## src/rtl/stack_ptr_unit.sv

```systemverilog
// Data-stack and return-stack pointer unit: applies push/pop commands from the
// control unit, tracks depth and sticky errors, and muxes the memory address.
module stack_ptr_unit #(
   parameter int             AW       = 16,
   parameter int             STEP     = 2,
   parameter logic [AW-1:0]  DS_BASE  = 16'hFFFC,
   parameter logic [AW-1:0]  RS_BASE  = 16'hEFFC,
   parameter int             DS_DEPTH = 64,
   parameter int             RS_DEPTH = 64
) (
   input  logic                          CLK,
   input  logic                          reset,
   input  logic [1:0]                    dp_inc,
   input  logic [1:0]                    rp_inc,
   input  logic [1:0]                    mem_addr,
   input  logic                          clr_err,
   input  logic [AW-1:0]                 pc,
   input  logic [AW-1:0]                 tr,
   output logic [AW-1:0]                 addr,
   output logic [AW-1:0]                 dp,
   output logic [AW-1:0]                 rp,
   output logic [$clog2(DS_DEPTH+1)-1:0] ds_depth,
   output logic [$clog2(RS_DEPTH+1)-1:0] rs_depth,
   output logic                          ds_empty,
   output logic                          ds_full,
   output logic                          rs_empty,
   output logic                          rs_full,
   output logic                          ds_ovf,
   output logic                          ds_unf,
   output logic                          rs_ovf,
   output logic                          rs_unf,
   output logic                          illegal
);

   localparam int DSW = $clog2(DS_DEPTH+1);
   localparam int RSW = $clog2(RS_DEPTH+1);

   localparam logic [AW-1:0]  STEP_W    = AW'(STEP);
   localparam logic [DSW-1:0] DS_MAXCNT = DSW'(DS_DEPTH);
   localparam logic [RSW-1:0] RS_MAXCNT = RSW'(RS_DEPTH);

   localparam logic [1:0] CMD_PUSH = 2'b01;
   localparam logic [1:0] CMD_POP  = 2'b10;
   localparam logic [1:0] CMD_ILL  = 2'b11;

   localparam logic [1:0] SEL_PC = 2'b00;
   localparam logic [1:0] SEL_DP = 2'b01;
   localparam logic [1:0] SEL_RP = 2'b10;

   logic [AW-1:0]  dsPtr_q, dsPtr_d;
   logic [AW-1:0]  rsPtr_q, rsPtr_d;
   logic [DSW-1:0] dsDepth_q, dsDepth_d;
   logic [RSW-1:0] rsDepth_q, rsDepth_d;
   logic           dsOvf_q, dsOvf_d, dsUnf_q, dsUnf_d;
   logic           rsOvf_q, rsOvf_d, rsUnf_q, rsUnf_d;
   logic           illegal_q, illegal_d;

   // Data stack grows down; bounds come only from the depth count, so the
   // pointer itself simply wraps modulo 2^AW.
   always_comb begin
      dsPtr_d   = dsPtr_q;
      dsDepth_d = dsDepth_q;
      dsOvf_d   = clr_err ? 1'b0 : dsOvf_q;
      dsUnf_d   = clr_err ? 1'b0 : dsUnf_q;
      case (dp_inc)
         CMD_PUSH: begin
            if (dsDepth_q == DS_MAXCNT) begin
               dsOvf_d = 1'b1;
            end else begin
               dsPtr_d   = dsPtr_q - STEP_W;
               dsDepth_d = dsDepth_q + DSW'(1);
            end
         end
         CMD_POP: begin
            if (dsDepth_q == '0) begin
               dsUnf_d = 1'b1;
            end else begin
               dsPtr_d   = dsPtr_q + STEP_W;
               dsDepth_d = dsDepth_q - DSW'(1);
            end
         end
         default: ;
      endcase
   end

   // Return stack behaves identically and independently of the data stack.
   always_comb begin
      rsPtr_d   = rsPtr_q;
      rsDepth_d = rsDepth_q;
      rsOvf_d   = clr_err ? 1'b0 : rsOvf_q;
      rsUnf_d   = clr_err ? 1'b0 : rsUnf_q;
      case (rp_inc)
         CMD_PUSH: begin
            if (rsDepth_q == RS_MAXCNT) begin
               rsOvf_d = 1'b1;
            end else begin
               rsPtr_d   = rsPtr_q - STEP_W;
               rsDepth_d = rsDepth_q + RSW'(1);
            end
         end
         CMD_POP: begin
            if (rsDepth_q == '0) begin
               rsUnf_d = 1'b1;
            end else begin
               rsPtr_d   = rsPtr_q + STEP_W;
               rsDepth_d = rsDepth_q - RSW'(1);
            end
         end
         default: ;
      endcase
   end

   // A fresh error in the same cycle as clr_err keeps the flag set.
   always_comb begin
      illegal_d = (clr_err ? 1'b0 : illegal_q)
                | (dp_inc == CMD_ILL) | (rp_inc == CMD_ILL);
   end

   always_ff @(posedge CLK) begin
      if (reset) begin
         dsPtr_q   <= DS_BASE + STEP_W;
         rsPtr_q   <= RS_BASE + STEP_W;
         dsDepth_q <= '0;
         rsDepth_q <= '0;
         dsOvf_q   <= 1'b0;
         dsUnf_q   <= 1'b0;
         rsOvf_q   <= 1'b0;
         rsUnf_q   <= 1'b0;
         illegal_q <= 1'b0;
      end else begin
         dsPtr_q   <= dsPtr_d;
         rsPtr_q   <= rsPtr_d;
         dsDepth_q <= dsDepth_d;
         rsDepth_q <= rsDepth_d;
         dsOvf_q   <= dsOvf_d;
         dsUnf_q   <= dsUnf_d;
         rsOvf_q   <= rsOvf_d;
         rsUnf_q   <= rsUnf_d;
         illegal_q <= illegal_d;
      end
   end

   always_comb begin
      case (mem_addr)
         SEL_PC:  addr = pc;
         SEL_DP:  addr = dsPtr_q;
         SEL_RP:  addr = rsPtr_q;
         default: addr = tr;
      endcase
   end

   assign dp       = dsPtr_q;
   assign rp       = rsPtr_q;
   assign ds_depth = dsDepth_q;
   assign rs_depth = rsDepth_q;
   assign ds_empty = (dsDepth_q == '0);
   assign ds_full  = (dsDepth_q == DS_MAXCNT);
   assign rs_empty = (rsDepth_q == '0);
   assign rs_full  = (rsDepth_q == RS_MAXCNT);
   assign ds_ovf   = dsOvf_q;
   assign ds_unf   = dsUnf_q;
   assign rs_ovf   = rsOvf_q;
   assign rs_unf   = rsUnf_q;
   assign illegal  = illegal_q;

endmodule
```

## config.mk

```make
export PLATFORM = sky130hd
export DESIGN_NAME = stack_ptr_unit
export DESIGN_NICKNAME = d
export VERILOG_FILES = /design/src/rtl/stack_ptr_unit.sv
export SDC_FILE = /design/constraint.sdc
export NUM_CORES = 1
export LEC_CHECK = 0
export ABC_CLOCK_PERIOD_IN_PS = 3050
export CAP_MARGIN = 20
export CELL_PAD_IN_SITES_DETAIL_PLACEMENT = 0
export CELL_PAD_IN_SITES_GLOBAL_PLACEMENT = 1
export CORE_MARGIN = 2
export CORE_UTILIZATION = 43
export DETAILED_ROUTE_END_ITERATION = 7
export DONT_BUFFER_PORTS = 1
export PLACE_DENSITY = 0.82
export REMOVE_ABC_BUFFERS = 1
export SETUP_SLACK_MARGIN = 0.5
export SLEW_MARGIN = 20
export SYNTH_ARGS = -nofsm -noshare
export SYNTH_HDL_FRONTEND = slang
export SYNTH_SLANG_ARGS = --single-unit
```

## constraint.sdc

```tcl
create_clock -name CLK -period 3.05 [get_ports CLK]
set_input_delay 0.7625 -clock CLK [delete_from_list [all_inputs] [get_ports CLK]]
set_output_delay 0.7625 -clock CLK [all_outputs]
set_load 0.02 [all_outputs]
```

# Word-level counts from Yosys, hierarchy flattened
# Cells that the tools add are included.
# totals
register_bits,51
output_inout_bits,71
elab_cells,66
# classes
add_sub_neg,8
n_eq_ne,14
muxes,26
n_bitwise,2
reduce_logical,7
# op_table
op,count
$mux W16,4
$pmux W16 S2,2
$pmux W16 S3,1
$add A16 B2 Y16 const B,2
$sub A16 B2 Y16 const B,2
$mux W7,4
$pmux W7 S2,2
$add A7 B1 Y7 const B,2
$eq A7 B7 Y1 const B,2
$logic_not A7 Y1,2
$sub A7 B1 Y7 const B,2
$mux W1,13
$eq A2 B2 Y1 const B,5
$ne A2 B2 Y1 const B,4
$eq A2 B1 Y1 const B,3
$reduce_and A3 Y1,2
$reduce_bool A2 Y1,2
$logic_not A2 Y1,1
$or A1 B1 Y1,2

# Longest topological paths before layout
# logic_depth
word_depth,3
ltp_mapped,12
depth_no_buf,10

# Least setup slack after synthesis
# OpenSTA, ideal clock, no wires.
# synth_timing
kind,input -> output
startpoint,input port mem_addr[1]
endpoint,output port addr[11]
arrival_ns,2.294
required_ns,2.288
slack_ns,-0.006
cell_stages,3
path_buffers,2
cell_sequence,clkbuf_1 -> buf_1 -> mux4_2
# synth_via
elab_chain_cells,2
elab_cells_between_ends,4
# synth_lines
element,line_no,rtl
start: declaration,15,"input logic [1:0] mem_addr,"
"$eq A2 B2 Y1, or another cell as far along",144,case (mem_addr)
$pmux W16 S3 (*),144,
end: declaration,19,"output logic [AW-1:0] addr,"
# Mark *: on every way between the ends. The rest lies on a longest branch, timed or not.

# Worst setup path in the final report
# layout_timing
startpoint,"register rsDepth_q[2], in the netlist rs_depth[2]"
endpoint,output port rs_full
# layout_via
elab_chain_cells,1
# layout_lines
element,line_no,rtl
start: declaration,53,"logic [RSW-1:0] rsDepth_q, rsDepth_d;"
start signal: assignment,134,rsDepth_q <= rsDepth_d;
$eq A7 B7 Y1,159,assign rs_full = (rsDepth_q == RS_MAXCNT);
end: declaration,27,"output logic rs_full,"
# No other way between the ends.

==> impl_metrics.json <==
{
  "fin_crit_ns": 2.535,
  "syn_area_mm2": 0.003832,
  "final_hold_viol_count": 0,
  "syn_area_per_cell_um2": 8.710,
  "wire_per_inst_um": 18.40,
  "gp_congestion": 0.9390,
  "fin_util": 0.4849,
  "antenna_found_initial": 1,
  "grt_pass1_wl_um": 16680,
  "comb_power_share": 0.444,
  "swShare": 0.4472,
  "yosysSeqAreaShare": 0.2560,
  "worstPathRequired_ns": 2.29,
  "synth_commonest_cells": "49 x dfxtp_1, 39 x nand2_1, 38 x nor2_1, 36 x a21oi_1, 30 x ha_1",
  "die_w_um": 98.41,
  "worst_skew_pair.late_latency_ns": 0.31,
  "synthDistinctLibCells": 63,
  "io-pin-count": 112,
  "crit_chain": "or4_4, nor4b_4",
  "ant_nets": 0,
  "die-area_mm2": 0.009684,
  "power_uw": 2559,
  "critPathSlowestCell": "or4_4",
  "drt_iter0_drc": 150,
  "internal_power_uw": 1415,
  "ir_worst_vdd_v": 0.0002401,
  "grt_usage": 0.2096,
  "drive_gt1_frac": 0.1879,
  "numCtsBuffers": 5,
  "relSlewSlack": 0.5037,
  "clockBufferDepth": 2,
  "worst_slew_pin_slew_ns": 0.7437,
  "netlist.area_leader.share": 0.2560,
  "drc": 0,
  "ys_seq_elements": 49,
  "grt_pass1_vias": 3229,
  "end_kind": "output port",
  "cp.arrival_ns": 1.77,
  "seqPwrFrac": 0.397,
  "clockPowerShare": 0.158,
  "rows": 34,
  "hold_buffers": 0,
  "p_leak_uw": 0.001606,
  "async_reset_ff_frac": 0,
  "post-place-ws_ns": 0.1217,
  "chipHeight_um": 98.41,
  "grt.overflow.total": 0,
  "synthCells": 440,
  "dpl.hpwl_um": 7725,
  "p_per_area_mw_per_mm2": 608.3,
  "grt_start_max_net_pins": 37,
  "wl_um": 10230,
  "io_buffers": 0,
  "setup_viol": 0,
  "start_util": 0.4416,
  "final.period_utilization": 0.8311,
  "worstSetupPathType": "reg2out",
  "firstDrtPassIters": 5,
  "switchingPower_uw": 1145,
  "crit_path_start_kind": "flop",
  "yosysWarnings": 0,
  "slew_violations": 0,
  "cts-root-buf": "clkbuf_8",
  "maxCapViolCount": 0,
  "core-area_mm2": 0.008678,
  "dp.cells": 540,
  "synth_top_cells_by_area": "dfxtp_1 26%, ha_1 9.8%, mux4_2 8.8%",
  "synth_edf_count": 0,
  "avgViaCountPerCell": 6.104,
  "synth.most_common_cell": "dfxtp_1",
  "critPathMaxStageDelay_ns": 0.55,
  "final_cells": 556,
  "vias": 3394,
  "final.setup_skew_ns": 0.009290,
  "fin_nets": 517,
  "crit_buf_inv": 0,
  "cts_num_sinks": 49,
  "path_clk_slew_ns": 0.10,
  "hold_class": "in2reg",
  "outcome": "finished, final reports clean",
  "syn2layout_area_growth_pct": 9.794,
  "cts_htree_levels": 2,
  "timing.final.ws_setup_ns": 0.5151,
  "cts_tree": "built",
  "cp_max_fo": 8,
  "cpLargestDelayFamily": "simple AND/OR/NAND/NOR gates",
  "fmax_mhz": 394.5,
  "yosys_most_used_dff": "dfxtp_1",
  "rsz0062_at_grt": "true",
  "synth_area_leader_cell": "dfxtp_1"
}
cell families after synthesis:
logic type	synth area share
AO/OA/AOI/OAI	0.2308
XOR/XNOR	0.06856
adder cells (fa/ha/maj)	0.09794
buffers and inverters	0.05321
flip-flops	0.2560
multiplexers	0.1012
other	0.0009785
AND/OR/NAND/NOR	0.1913
flip-flops by register name, summed over array words and instances, names as in the netlist:
signal / cells
dp: 15
ds_depth: 7
ds_ovf: 1
ds_unf: 1
illegal: 1
rp: 15
rs_depth: 7
rs_ovf: 1
rs_unf: 1
area by class of cell:
class	count	area, um^2
clock inverters	3	21.27
inverters	10	42.54
flip-flops and latches	49	985.9
diodes	1	2.502
multi-input cells	357	2759
repair buffers	23	192.7
fillers	858	4471
well taps	108	135.1
clock buffers	5	68.82
worst register-to-register path: cells and delay by family (launching register included):
family | cells | cell delay (ns)
AOI/OAI and AO/OA | 2 | 0.52
DFF | 1 | 0.40
buffers and inverters | 2 | 0.36
and+or+nand+nor | 5 | 1.05
power by group through the flow:
stage                     clock [uW]  sequential [uW]  combinational, uW
final                            406             1020               1140
after CTS                        419             1010               1070
after global placement             0             1030               1040
after floorplan                    0              970                837
after detailed placement           0             1030               1060
after global routing             444             1030               1270
cell usage in the layout, fill, tap and decap left out, types with 3 or more instances in the layout:
cell type,n
a31oi_1,5
nand2_1,39
mux4_2,15
a32oi_1,4
clkbuf_8,5
nor2b_1,3
nor3_1,10
inv_1,8
ha_1,25
o21a_1,8
xnor2_1,15
ha_4,3
nor2_1,37
o21ai_1,9
o21bai_1,4
dfxtp_1,47
nand4_1,4
o211ai_1,15
buf_4,20
o21ai_0,18
or3_1,12
nor4_1,5
xor2_1,15
mux2i_1,5
a21oi_1,33
nand3_1,13
a21oi_2,8
a21o_1,7
final timing paths:
path                    start          end  slack, ns  depth (start not counted)
hold / removal          reset  rs_depth[5]       0.50                          1
hold reg to reg   rs_depth[2]  rs_depth[2]       0.57                          2
setup / recovery  rs_depth[2]      rs_full       0.52                          2
setup reg to reg  rs_depth[2]       rp[12]       0.60                          9
layer usage:
layer / vias to the layer above / wire length [um] / share of wire / track usage
met1: 1636 / 4251 / 0.42 / 0.2670
met2: 86 / 5291 / 0.52 / 0.3647
met3: 14 / 510 / 0.050 / 0.03865
li1: 1658 / - / - / -
met4: 0 / 175 / 0.017 / 0.05585
met5: - / 0 / 0 / 0
metrics by stage:
step	TNS, ns	hold WS, ns	area, um^2
floorplan	-0.2718	0.5676	3670
global route	0	0.4812	4205
global placement	0	0.5932	3940
detailed placement	0	0.6100	3940
CTS	0	0.4891	4048
finish	0	0.4961	4208
repair_timing:
item | CTS | global route
setup buffers | 1 | 6
pin swaps | 3 | 9
gates cloned | 0 | 0
setup endpoints to repair | 2 | 14
resized for setup | 4 | 25
endpoints found under the hold margin | 0 | 0
No activity file was read; power rests on OpenSTA's default activity.
